<file path="config.mk">
export PLATFORM = sky130hd
export DESIGN_NAME = difftest_runahead_event_queue
export DESIGN_NICKNAME = d
export VERILOG_FILES = /design/src/rtl/difftest_runahead_pkg.sv /design/src/rtl/difftest_runahead_event_sink.sv /design/src/rtl/difftest_runahead_event_queue.sv
export SDC_FILE = /design/constraint.sdc
export NUM_CORES = 2
export LEC_CHECK = 0
export ABC_AREA = 1
export CORE_MARGIN = 2
export CORE_UTILIZATION = 38
export DETAILED_ROUTE_END_ITERATION = 7
export PLACE_DENSITY = 0.56
export SYNTH_ARGS = -nofsm -noshare
export SYNTH_HDL_FRONTEND = slang
export SYNTH_SLANG_ARGS = --single-unit
</file>
<file path="constraint.sdc">
create_clock -name io_clock -period 11.57 [get_ports io_clock]
set_clock_uncertainty 0.1 [all_clocks]
set_input_delay 1.7355 -clock io_clock [delete_from_list [all_inputs] [get_ports io_clock]]
set_output_delay 1.7355 -clock io_clock [all_outputs]
set_load 0.02 [all_outputs]
</file>
<file path="src/rtl/difftest_runahead_pkg.sv">
// Shared types and widths for the difftest run-ahead event queue and its sink.
// Entry payload fields are sized for the widest supported PC / checkpoint (64 bits).
package difftest_runahead_pkg;

  localparam int SEQ_W      = 8;
  localparam int DROP_W     = 16;
  localparam int PC_MAX_W   = 64;
  localparam int CKPT_MAX_W = 64;

  typedef struct packed {
    logic [SEQ_W-1:0]      index;
    logic                  branch;
    logic                  may_replay;
    logic [PC_MAX_W-1:0]   pc;
    logic [CKPT_MAX_W-1:0] checkpoint_id;
  } entry_t;

endpackage

</file>
<file path="src/rtl/difftest_runahead_event_sink.sv">
// Reports each consumed run-ahead event to the difftest framework.
// Compiled to an empty shell for synthesis or when DIFFTEST is not defined.
module difftest_runahead_event_sink
  import difftest_runahead_pkg::*;
(
  input logic       io_clock,
  input logic [7:0] io_coreid,
  input logic       fire,
  input entry_t     head
);

`ifdef DIFFTEST
`ifndef SYNTHESIS
  int unsigned  sink_calls_r = 0;
  logic [7:0]   last_coreid_r;
  logic [7:0]   last_index_r;
  logic         last_valid_r;
  logic         last_branch_r;
  logic         last_may_replay_r;
  logic [63:0]  last_pc_r;
  logic [63:0]  last_checkpoint_id_r;

  function automatic void v_difftest_RunaheadEvent(
    input byte     coreid,
    input byte     index,
    input bit      valid,
    input bit      branch,
    input bit      may_replay,
    input longint  pc,
    input longint  checkpoint_id
  );
    last_coreid_r        = coreid;
    last_index_r         = index;
    last_valid_r         = valid;
    last_branch_r        = branch;
    last_may_replay_r    = may_replay;
    last_pc_r            = pc;
    last_checkpoint_id_r = checkpoint_id;
    sink_calls_r         = sink_calls_r + 32'd1;
  endfunction

  // One sink call per completed pop.
  always @(posedge io_clock) begin
    if (fire) begin
      v_difftest_RunaheadEvent(io_coreid, head.index, 1'b1, head.branch,
                               head.may_replay, head.pc, head.checkpoint_id);
    end
  end
`else
  logic unused_s;
  assign unused_s = ^{io_clock, io_coreid, fire, head};
`endif
`else
  logic unused_s;
  assign unused_s = ^{io_clock, io_coreid, fire, head};
`endif

endmodule

</file>
<file path="src/rtl/difftest_runahead_event_queue.sv">
// Multi-channel run-ahead event FIFO: compacts up to NUM_CH events per cycle,
// tags them with sequence numbers, tracks drops and checkpoint ordering.
module difftest_runahead_event_queue
  import difftest_runahead_pkg::*;
#(
  parameter int NUM_CH = 2,
  parameter int DEPTH  = 8,
  parameter int PC_W   = 64,
  parameter int CKPT_W = 64
) (
  input  logic                       io_clock,
  input  logic                       io_reset,
  input  logic [7:0]                 io_coreid,
  input  logic                       io_flush,
  input  logic [NUM_CH-1:0]          io_in_valid,
  input  logic [NUM_CH-1:0]          io_in_branch,
  input  logic [NUM_CH-1:0]          io_in_may_replay,
  input  logic [NUM_CH*PC_W-1:0]     io_in_pc,
  input  logic [NUM_CH*CKPT_W-1:0]   io_in_checkpoint_id,
  output logic                       io_out_valid,
  input  logic                       io_out_ready,
  output logic [7:0]                 io_out_index,
  output logic                       io_out_branch,
  output logic                       io_out_may_replay,
  output logic [PC_W-1:0]            io_out_pc,
  output logic [CKPT_W-1:0]          io_out_checkpoint_id,
  output logic [$clog2(DEPTH):0]     io_count,
  output logic [DROP_W-1:0]          io_drop_count,
  output logic                       io_overflow,
  output logic                       io_ckpt_err
);

  localparam int PTR_W  = $clog2(DEPTH);
  localparam int CNT_W  = PTR_W + 1;
  localparam int DSUM_W = DROP_W + 1;

  entry_t             mem_r [DEPTH];
  logic [PTR_W-1:0]   rd_ptr_r;
  logic [PTR_W-1:0]   wr_ptr_r;
  logic [CNT_W-1:0]   count_r;
  logic [SEQ_W-1:0]   seq_r;
  logic [DROP_W-1:0]  drop_r;
  logic               overflow_r;
  logic               ckpt_err_r;
  logic               ref_valid_r;
  logic [CKPT_W-1:0]  ref_r;

  logic               pop_s;
  logic [CNT_W-1:0]   free_s;
  logic [NUM_CH-1:0]  acc_s;
  logic [PTR_W-1:0]   slot_s  [NUM_CH];
  entry_t             entry_s [NUM_CH];
  logic [CNT_W-1:0]   acc_cnt_s;
  logic [2:0]         drop_cnt_s;
  logic               ckpt_viol_s;
  logic               ref_valid_s;
  logic [CKPT_W-1:0]  ref_s;
  logic [DSUM_W-1:0]  drop_sum_s;
  logic [DROP_W-1:0]  drop_next_s;
  entry_t             head_s;
  logic               fire_s;

  // Channel compaction, sequence tagging, drop counting and checkpoint ordering.
  always_comb begin
    logic [CNT_W-1:0]  acc_v;
    logic [2:0]        drop_v;
    logic              viol_v;
    logic              refv_v;
    logic [CKPT_W-1:0] ref_v;
    pop_s  = (count_r != {CNT_W{1'b0}}) && io_out_ready;
    free_s = CNT_W'(DEPTH) - count_r + (pop_s ? CNT_W'(1) : CNT_W'(0));
    acc_v  = {CNT_W{1'b0}};
    drop_v = 3'd0;
    viol_v = 1'b0;
    refv_v = ref_valid_r;
    ref_v  = ref_r;
    for (int k = 0; k < NUM_CH; k++) begin
      acc_s[k]                  = 1'b0;
      slot_s[k]                 = wr_ptr_r + acc_v[PTR_W-1:0];
      entry_s[k].index          = seq_r + SEQ_W'(acc_v);
      entry_s[k].branch         = io_in_branch[k];
      entry_s[k].may_replay     = io_in_may_replay[k];
      entry_s[k].pc             = PC_MAX_W'(io_in_pc[k*PC_W +: PC_W]);
      entry_s[k].checkpoint_id  = CKPT_MAX_W'(io_in_checkpoint_id[k*CKPT_W +: CKPT_W]);
      if (io_in_valid[k]) begin
        if (acc_v < free_s) begin
          acc_s[k] = 1'b1;
          acc_v    = acc_v + CNT_W'(1);
          if (io_in_branch[k]) begin
            if (refv_v && (io_in_checkpoint_id[k*CKPT_W +: CKPT_W] <= ref_v)) begin
              viol_v = 1'b1;
            end else begin
              viol_v = viol_v;
            end
            refv_v = 1'b1;
            ref_v  = io_in_checkpoint_id[k*CKPT_W +: CKPT_W];
          end else begin
            refv_v = refv_v;
          end
        end else begin
          drop_v = drop_v + 3'd1;
        end
      end else begin
        acc_v = acc_v;
      end
    end
    acc_cnt_s   = acc_v;
    drop_cnt_s  = drop_v;
    ckpt_viol_s = viol_v;
    ref_valid_s = refv_v;
    ref_s       = ref_v;
    drop_sum_s  = {1'b0, drop_r} + DSUM_W'(drop_cnt_s);
    if (drop_sum_s[DROP_W]) begin
      drop_next_s = {DROP_W{1'b1}};
    end else begin
      drop_next_s = drop_sum_s[DROP_W-1:0];
    end
  end

  // Entry storage; deliberately not reset.
  always_ff @(posedge io_clock) begin
    for (int k = 0; k < NUM_CH; k++) begin
      if (acc_s[k] && !io_flush) begin
        mem_r[slot_s[k]] <= entry_s[k];
      end
    end
  end

  // Pointers, occupancy, sequence counter and sticky status.
  always_ff @(posedge io_clock or posedge io_reset) begin
    if (io_reset) begin
      rd_ptr_r    <= {PTR_W{1'b0}};
      wr_ptr_r    <= {PTR_W{1'b0}};
      count_r     <= {CNT_W{1'b0}};
      seq_r       <= {SEQ_W{1'b0}};
      drop_r      <= {DROP_W{1'b0}};
      overflow_r  <= 1'b0;
      ckpt_err_r  <= 1'b0;
      ref_valid_r <= 1'b0;
      ref_r       <= {CKPT_W{1'b0}};
    end else if (io_flush) begin
      rd_ptr_r    <= {PTR_W{1'b0}};
      wr_ptr_r    <= {PTR_W{1'b0}};
      count_r     <= {CNT_W{1'b0}};
      ref_valid_r <= 1'b0;
      ref_r       <= {CKPT_W{1'b0}};
    end else begin
      rd_ptr_r    <= rd_ptr_r + {{(PTR_W-1){1'b0}}, pop_s};
      wr_ptr_r    <= wr_ptr_r + acc_cnt_s[PTR_W-1:0];
      count_r     <= count_r + acc_cnt_s - {{(CNT_W-1){1'b0}}, pop_s};
      seq_r       <= seq_r + SEQ_W'(acc_cnt_s);
      drop_r      <= drop_next_s;
      overflow_r  <= overflow_r | (drop_cnt_s != 3'd0);
      ckpt_err_r  <= ckpt_err_r | ckpt_viol_s;
      ref_valid_r <= ref_valid_s;
      ref_r       <= ref_s;
    end
  end

  assign head_s               = mem_r[rd_ptr_r];
  assign io_out_valid         = (count_r != {CNT_W{1'b0}});
  assign io_out_index         = head_s.index;
  assign io_out_branch        = head_s.branch;
  assign io_out_may_replay    = head_s.may_replay;
  assign io_out_pc            = head_s.pc[PC_W-1:0];
  assign io_out_checkpoint_id = head_s.checkpoint_id[CKPT_W-1:0];
  assign io_count             = count_r;
  assign io_drop_count        = drop_r;
  assign io_overflow          = overflow_r;
  assign io_ckpt_err          = ckpt_err_r;

  assign fire_s = pop_s & ~io_flush & ~io_reset;

  difftest_runahead_event_sink u_sink (
    .io_clock  (io_clock),
    .io_coreid (io_coreid),
    .fire      (fire_s),
    .head      (head_s)
  );

endmodule
</file>
# Word level (Yosys, flattened, before mapping)
# Memory sizes are Yosys's and may differ from the RTL's.
# Cells that the tools add are included.
# totals
register_bits,101
latchBits,0
mem_bits_rw,1104
mem_bits_ro,0
in_bits,274
output_inout_bits,161
memories,1
# memory_table
memory,words,width,read_ports,rd_clocked_by_memory_dff,write_ports,line,source
mem_r,8,138,1,0,2,difftest_runahead_event_queue.sv:37,entry_t mem_r [DEPTH];
# classes
add_sub_neg,12
mul,0
div,0
magnitude_cmp,4
eq_ne,0
n_shift,0
n_mux,43
bitwise,2
reduce_logical,8
# op_table
op,n
$mux 64,7
$le 64x64->1,2
$mux 1,27
$add 16x3->17,1
$add 8x4->8,2
$mux 16,1
$mux 4,4
$mux 3,4
$add 3x3->3,2
$logic_and 1x1->1,5
$add 4x1->4,1
$add 4x1->4 const B,1
$add 4x4->4,1
$lt 1x4->1 const A,1
$lt 4x4->1,1
$reduce_bool 4->1,1
$sub 4x1->4,1
$sub 4x4->4 const A,1
$add 3x1->3,1
$add 3x1->3 const B,1
$reduce_bool 3->1,1
$or 1x1->1,2
$logic_not 1->1,1

# Depth between registers and ports, before layout
# depth
ltp_word,14
ltp_mapped,38

# Least setup slack after synthesis
# OpenSTA, ideal clock, no wires.
# synth_path
path_kind,input -> register
start,input port io_out_ready
end,memory mem_r[0][0] (netlist name) (enable)
t_arrival_ps,10541
path_slack_ps,246
stages,18
path_buffers,0
cell_sequence,nand2_1 ha_1 inv_1 ha_1 a21oi_1 o21ai_0 a21oi_2 nand2_1 nand2_1 inv_2 ha_1 ha_1 or2_2 nand2_1 inv_1 nor2_1 inv_1 o22ai_1
# synth_rtl
item,line,source
from (decl),difftest_runahead_event_queue.sv:21,"input logic io_out_ready,"
to (decl),difftest_runahead_event_queue.sv:37,

# Final worst setup path
# layout_path
start,register rd_ptr_r[0]
end,output port io_out_checkpoint_id[20]
# layout_between
elab_chain_len,1
# layout_lines
item,line,source
from (decl),difftest_runahead_event_queue.sv:38,logic [PTR_W-1:0] rd_ptr_r;
from (signal assigned),difftest_runahead_event_queue.sv:132,rd_ptr_r <= {PTR_W{1'b0}};
from (signal assigned),difftest_runahead_event_queue.sv:142,rd_ptr_r <= {PTR_W{1'b0}};
from (signal assigned),difftest_runahead_event_queue.sv:148,"rd_ptr_r <= rd_ptr_r + {{(PTR_W-1){1'b0}}, pop_s};"
$mem_v2 8x138,-,
to (decl),difftest_runahead_event_queue.sv:26,"output logic [CKPT_W-1:0] io_out_checkpoint_id,"
# Every way passes these cells.

==> metrics.log <==
[metrics] post-synthesis sequential area ratio: 56.7%
[metrics] upper clock frequency limit: 0.137 GHz
[metrics] antenna-violating nets left: 0
[metrics] number of distinct library cells after synthesis: 39
[metrics] Critical Path Source Type: flip-flop
[metrics] CTS tree: yes
[metrics] critical setup path kind: flip-flop to output port
[metrics] longest individual stage delay on the worst path: 0.78 ns
[metrics] Synth Area in XOR/XNOR: 0.278%
[metrics] logic gate share of total power: 35.6%
[metrics] Setup-failing EPs final: 0
[metrics] Top-Level Pins: between 400 and 500
[metrics] worst min-delay path endpoint: seq_r[7]
[metrics] Hold WC Path Type: flip-flop to flip-flop
[metrics] critical path data arrival time: 5.45 ns
[metrics] Util after Layout: 44.0%
[metrics] All-Layer GR Usage: 23.5%
[metrics] CTS H-tree depth: 4
[metrics] cell repeated most along the worst path: sky130_fd_sc_hd__buf_4
[metrics] Worst Path Required: 9.73 ns
[metrics] placed standard-cell area: 68000 sq um
[metrics] antenna violations before repair: 20
[metrics] average instance area after synthesis: 8.97 sq um
[metrics] via count of the first global-routing pass: 48400
[metrics] post-synthesis net count: 7446
[metrics] largest family of logic cells by synthesized area: compound AO/OA/AOI/OAI gates
[metrics] Internal: 0.0100 W
[metrics] compound-cell area share of the yosys netlist: approximately 18%
[metrics] multiplexer share of the synthesized area: 0%
[metrics] clock period minus final worst setup slack: 7.28 ns
[metrics] clock-pin slew of the registers on the worst-case setup and hold paths: 0.06 ns
[metrics] post-DR wirelength/cell: about 22 um
[metrics] total congestion overflow after global routing: 0
[metrics] largest net degree at the start of global routing: 173
[metrics] Bufs on Longest Clock Path: 3
[metrics] Gates resized, CTS repair: 0
[metrics] number of storage elements in the synthesis netlist: ~1200
[metrics] number of max-slew violations in the final report: 0
[metrics] die height: 411 um
[metrics] launch instance of the worst register-to-register path: io_count[2]
[metrics] run status: finished clean
[metrics] max-cap violation count: 0
[metrics] instance count of the mapped netlist: ~7000
[metrics] hold wc startpoint: seq_r[7]
[metrics] Filler Cells Inserted: 15900
[metrics] global placer's final weighted congestion: 0.799
[metrics] Sw Ratio: 37.1%
[metrics] netlist area before placement: 63000 sq um
[metrics] worst rel slew slack: 17.8%
[metrics] largest vdd supply drop: 0.000242 V
[metrics] total of buffers placed on input and output ports: roughly 430
[metrics] synth-to-layout area growth: 15.3%
[metrics] Pwr Density: 219 nW/um^2
[metrics] Max stage delay cell, worst path: sky130_fd_sc_hd__buf_4
[metrics] Setup crit end kind: output port
[metrics] simple logic cell fraction of the synthesized area: 15.1%
[metrics] Synth warnings: 0
[metrics] number of clock buffers inserted by TritonCTS: 142
[metrics] register share of total power: 36.4%
[metrics] Total Die Area: between 150000 and 200000 sq um
[metrics] fin nets: roughly 7500
[metrics] cts hold-fix bufs: 0
[metrics] P_leak: between 20 and 30 nW
[metrics] chip width: 411 um
[metrics] endpoints failing hold: 0
[metrics] most common cell after layout, fill and taps aside: sky130_fd_sc_hd__o21ai_0
[metrics] sinks on the clock net: 1205
[metrics] Hold Path Depth: 1
[metrics] core region area: 165000 sq um
[metrics] count of standard-cell rows: 149
[metrics] power share of the clock group: between 20% and 30%
[metrics] DPL Wire Length: between 100 and 150 mm
[metrics] fraction of layout instances using a drive strength above 1: about 4.2%
[metrics] post-CTS setup buffers: 0
[metrics] net switching power figure: 0.00591 W
[metrics] starting DRC count in detailed routing: roughly 4400
[metrics] Worst-Margin Slew: 1.23 ns
[metrics] vias per cell: 5.42
[metrics] drt pass-1 iters: 6
[metrics] setup repair after global routing missed its margin: no
[metrics] most frequent cells in the layout: sky130_fd_sc_hd__o21ai_0 (1668), sky130_fd_sc_hd__nand2_1 (1393), sky130_fd_sc_hd__edfxtp_1 (1104), sky130_fd_sc_hd__nor2_1 (1019), sky130_fd_sc_hd__clkdlybuf4s50_1 (426)
[metrics] drt total wl: roughly 200 mm
[metrics] minimum setup slack among reg-to-reg paths: between 5 and 6 ns
[metrics] portion of the clock cycle consumed by the worst path in the final layout: 62.9%
[metrics] cell-by-cell trace of the critical path: inv_8, buf_4, buf_4, o21ai_0, o22ai_1, nor2_1, a31oi_1, clkdlybuf4s50_1
[metrics] starting density of the core: 38.2%
[metrics] cell count of the worst reg-to-reg path: 24
[metrics] worst skew pair latency: just under 0.8 ns
[metrics] worst flop-to-flop path endpoint: mem_r[2][89]
[metrics] arithmetic-cell share of the synthesized area counting full adders, half adders and majority gates: between 3 and 4%
[metrics] largest fanout on the critical path: 120
[metrics] Clock Root Buffer: sky130_fd_sc_hd__clkbuf_16
[metrics] final instance area: approximately 73000 sq um
[metrics] sum of negative setup slack: 0 ns
[metrics] total vias in the final route: 50700
[metrics] Remaining DRCs: 0
[metrics] global-route wire length before repair: 302 mm
==> state kept, by name, indices dropped and copies added, names as in the netlist <==
name           flops
io_drop_count     16
ref_r             64
rd_ptr_r           3
ref_valid_r        1
io_ckpt_err        1
io_overflow        1
seq_r              8
mem_r           1104
wr_ptr_r           3
io_count           4
==> metrics by stage <==
stage,setup WS (ns),cells,hold slack (ns),total power (W)
5_1_grt,3.89,9348,0.439,0.0168
2_1_floorplan,0.246,7019,0.341,0.00945
4_1_cts,4.26,9344,0.418,0.0161
3_3_place_gp,4.21,9087,0.404,0.0115
6_report,4.29,9353,0.415,0.0159
3_5_place_dp,4.16,9087,0.408,0.0116
==> per-layer routing <==
layer / routed length, um / share of wire, % / up-vias / GRT usage, %
met5: 144 / 0.071 / - / 0
met4: 4970 / 2.4 / 24 / 6.75
met3: 14600 / 7.2 / 314 / 4.34
met2: 97400 / 48 / 1720 / 39.7
met1: 85800 / 42 / 24400 / 30.7
li1: - / - / 24300 / -
==> Yosys cell counts (all sizes together) <==
| master | n | area, sq um |
|---|---|---|
| o21ai | 1750 | 8760 |
| nand2 | 1396 | 5260 |
| edfxtp | 1104 | 33200 |
| nor2 | 1027 | 3920 |
| clkbuf | 341 | 1280 |
| inv | 341 | 1280 |
| buf | 282 | 1550 |
| ha | 149 | 1860 |
| o22ai | 146 | 913 |
| a31oi | 138 | 863 |
| dfrtp | 101 | 2530 |
| a21oi | 71 | 359 |
| o211ai | 65 | 488 |
| nand3 | 23 | 115 |
| xor2 | 18 | 158 |
| nor3 | 16 | 91.3 |
| nand4 | 15 | 93.8 |
| o21a | 9 | 67.6 |
| nor4 | 5 | 31.3 |
| clkinv | 4 | 15.0 |
| fa | 4 | 80.1 |
| a21o | 3 | 22.5 |
| and3 | 2 | 12.5 |
| nand3b | 2 | 15.0 |
| o21bai | 2 | 15.0 |
| xnor2 | 2 | 17.5 |
| a211oi | 1 | 7.51 |
| o2111ai | 1 | 8.76 |
| or2 | 1 | 6.26 |
==> kinds of logic (layout without fill, tap and decap cells) <==
group | after synthesis | count (layout)
compound gates | 2186 | 2186
xor+xnor | 20 | 20
fa+ha+maj | 153 | 153
buf+inv | 968 | 1104
flops | 1205 | 1205
other cells | 0 | 9
simple gates | 2487 | 2487
==> power groups by stage <==
stage	logic [W]	registers, W	clock network, W
after floorplan	0.00344	0.00601	0
after global placement	0.00565	0.00587	0
after detailed placement	0.00571	0.00589	0
after CTS	0.00574	0.00580	0.00452
after global routing	0.00626	0.00585	0.00468
final	0.00567	0.00580	0.00445
==> area by class of cell <==
class                           instances  area (sq um)  share of cell area (%)
Inverter                              345          1320                    1.82
Tap cell                             2189          2740                    3.77
Sequential cell                      1205         35700                    49.2
Clock buffer                          194          3930                    5.42
Antenna cell                            9          22.5                  0.0310
Clock inverter                         63           599                   0.826
Timing Repair Buffer                  502          4970                    6.85
Multi-Input combinational cell       4846         23300                    32.1
==> critical path, delay by kind of cell (launching register included) <==
kind / cells / cell delay [ns]
buffers and inverters: 4 / 2.88
AOI/OAI and AO/OA: 3 / 0.75
DFF: 1 / 0.72
and+or+nand+nor: 1 / 0.05
==> worst max-delay path by stage <==
stage                 start                       end  cells after the start
2_1_floorplan  io_out_ready               mem_r[0][0]                     18
3_3_place_gp   io_out_ready              mem_r[2][78]                     22
3_5_place_dp   io_out_ready              mem_r[2][95]                     22
4_1_cts         rd_ptr_r[0]  io_out_checkpoint_id[20]                      8
5_1_grt         rd_ptr_r[0]  io_out_checkpoint_id[20]                      8
6_report        rd_ptr_r[0]  io_out_checkpoint_id[20]                      8
Note: power is estimated with default switching activity, not from simulation.
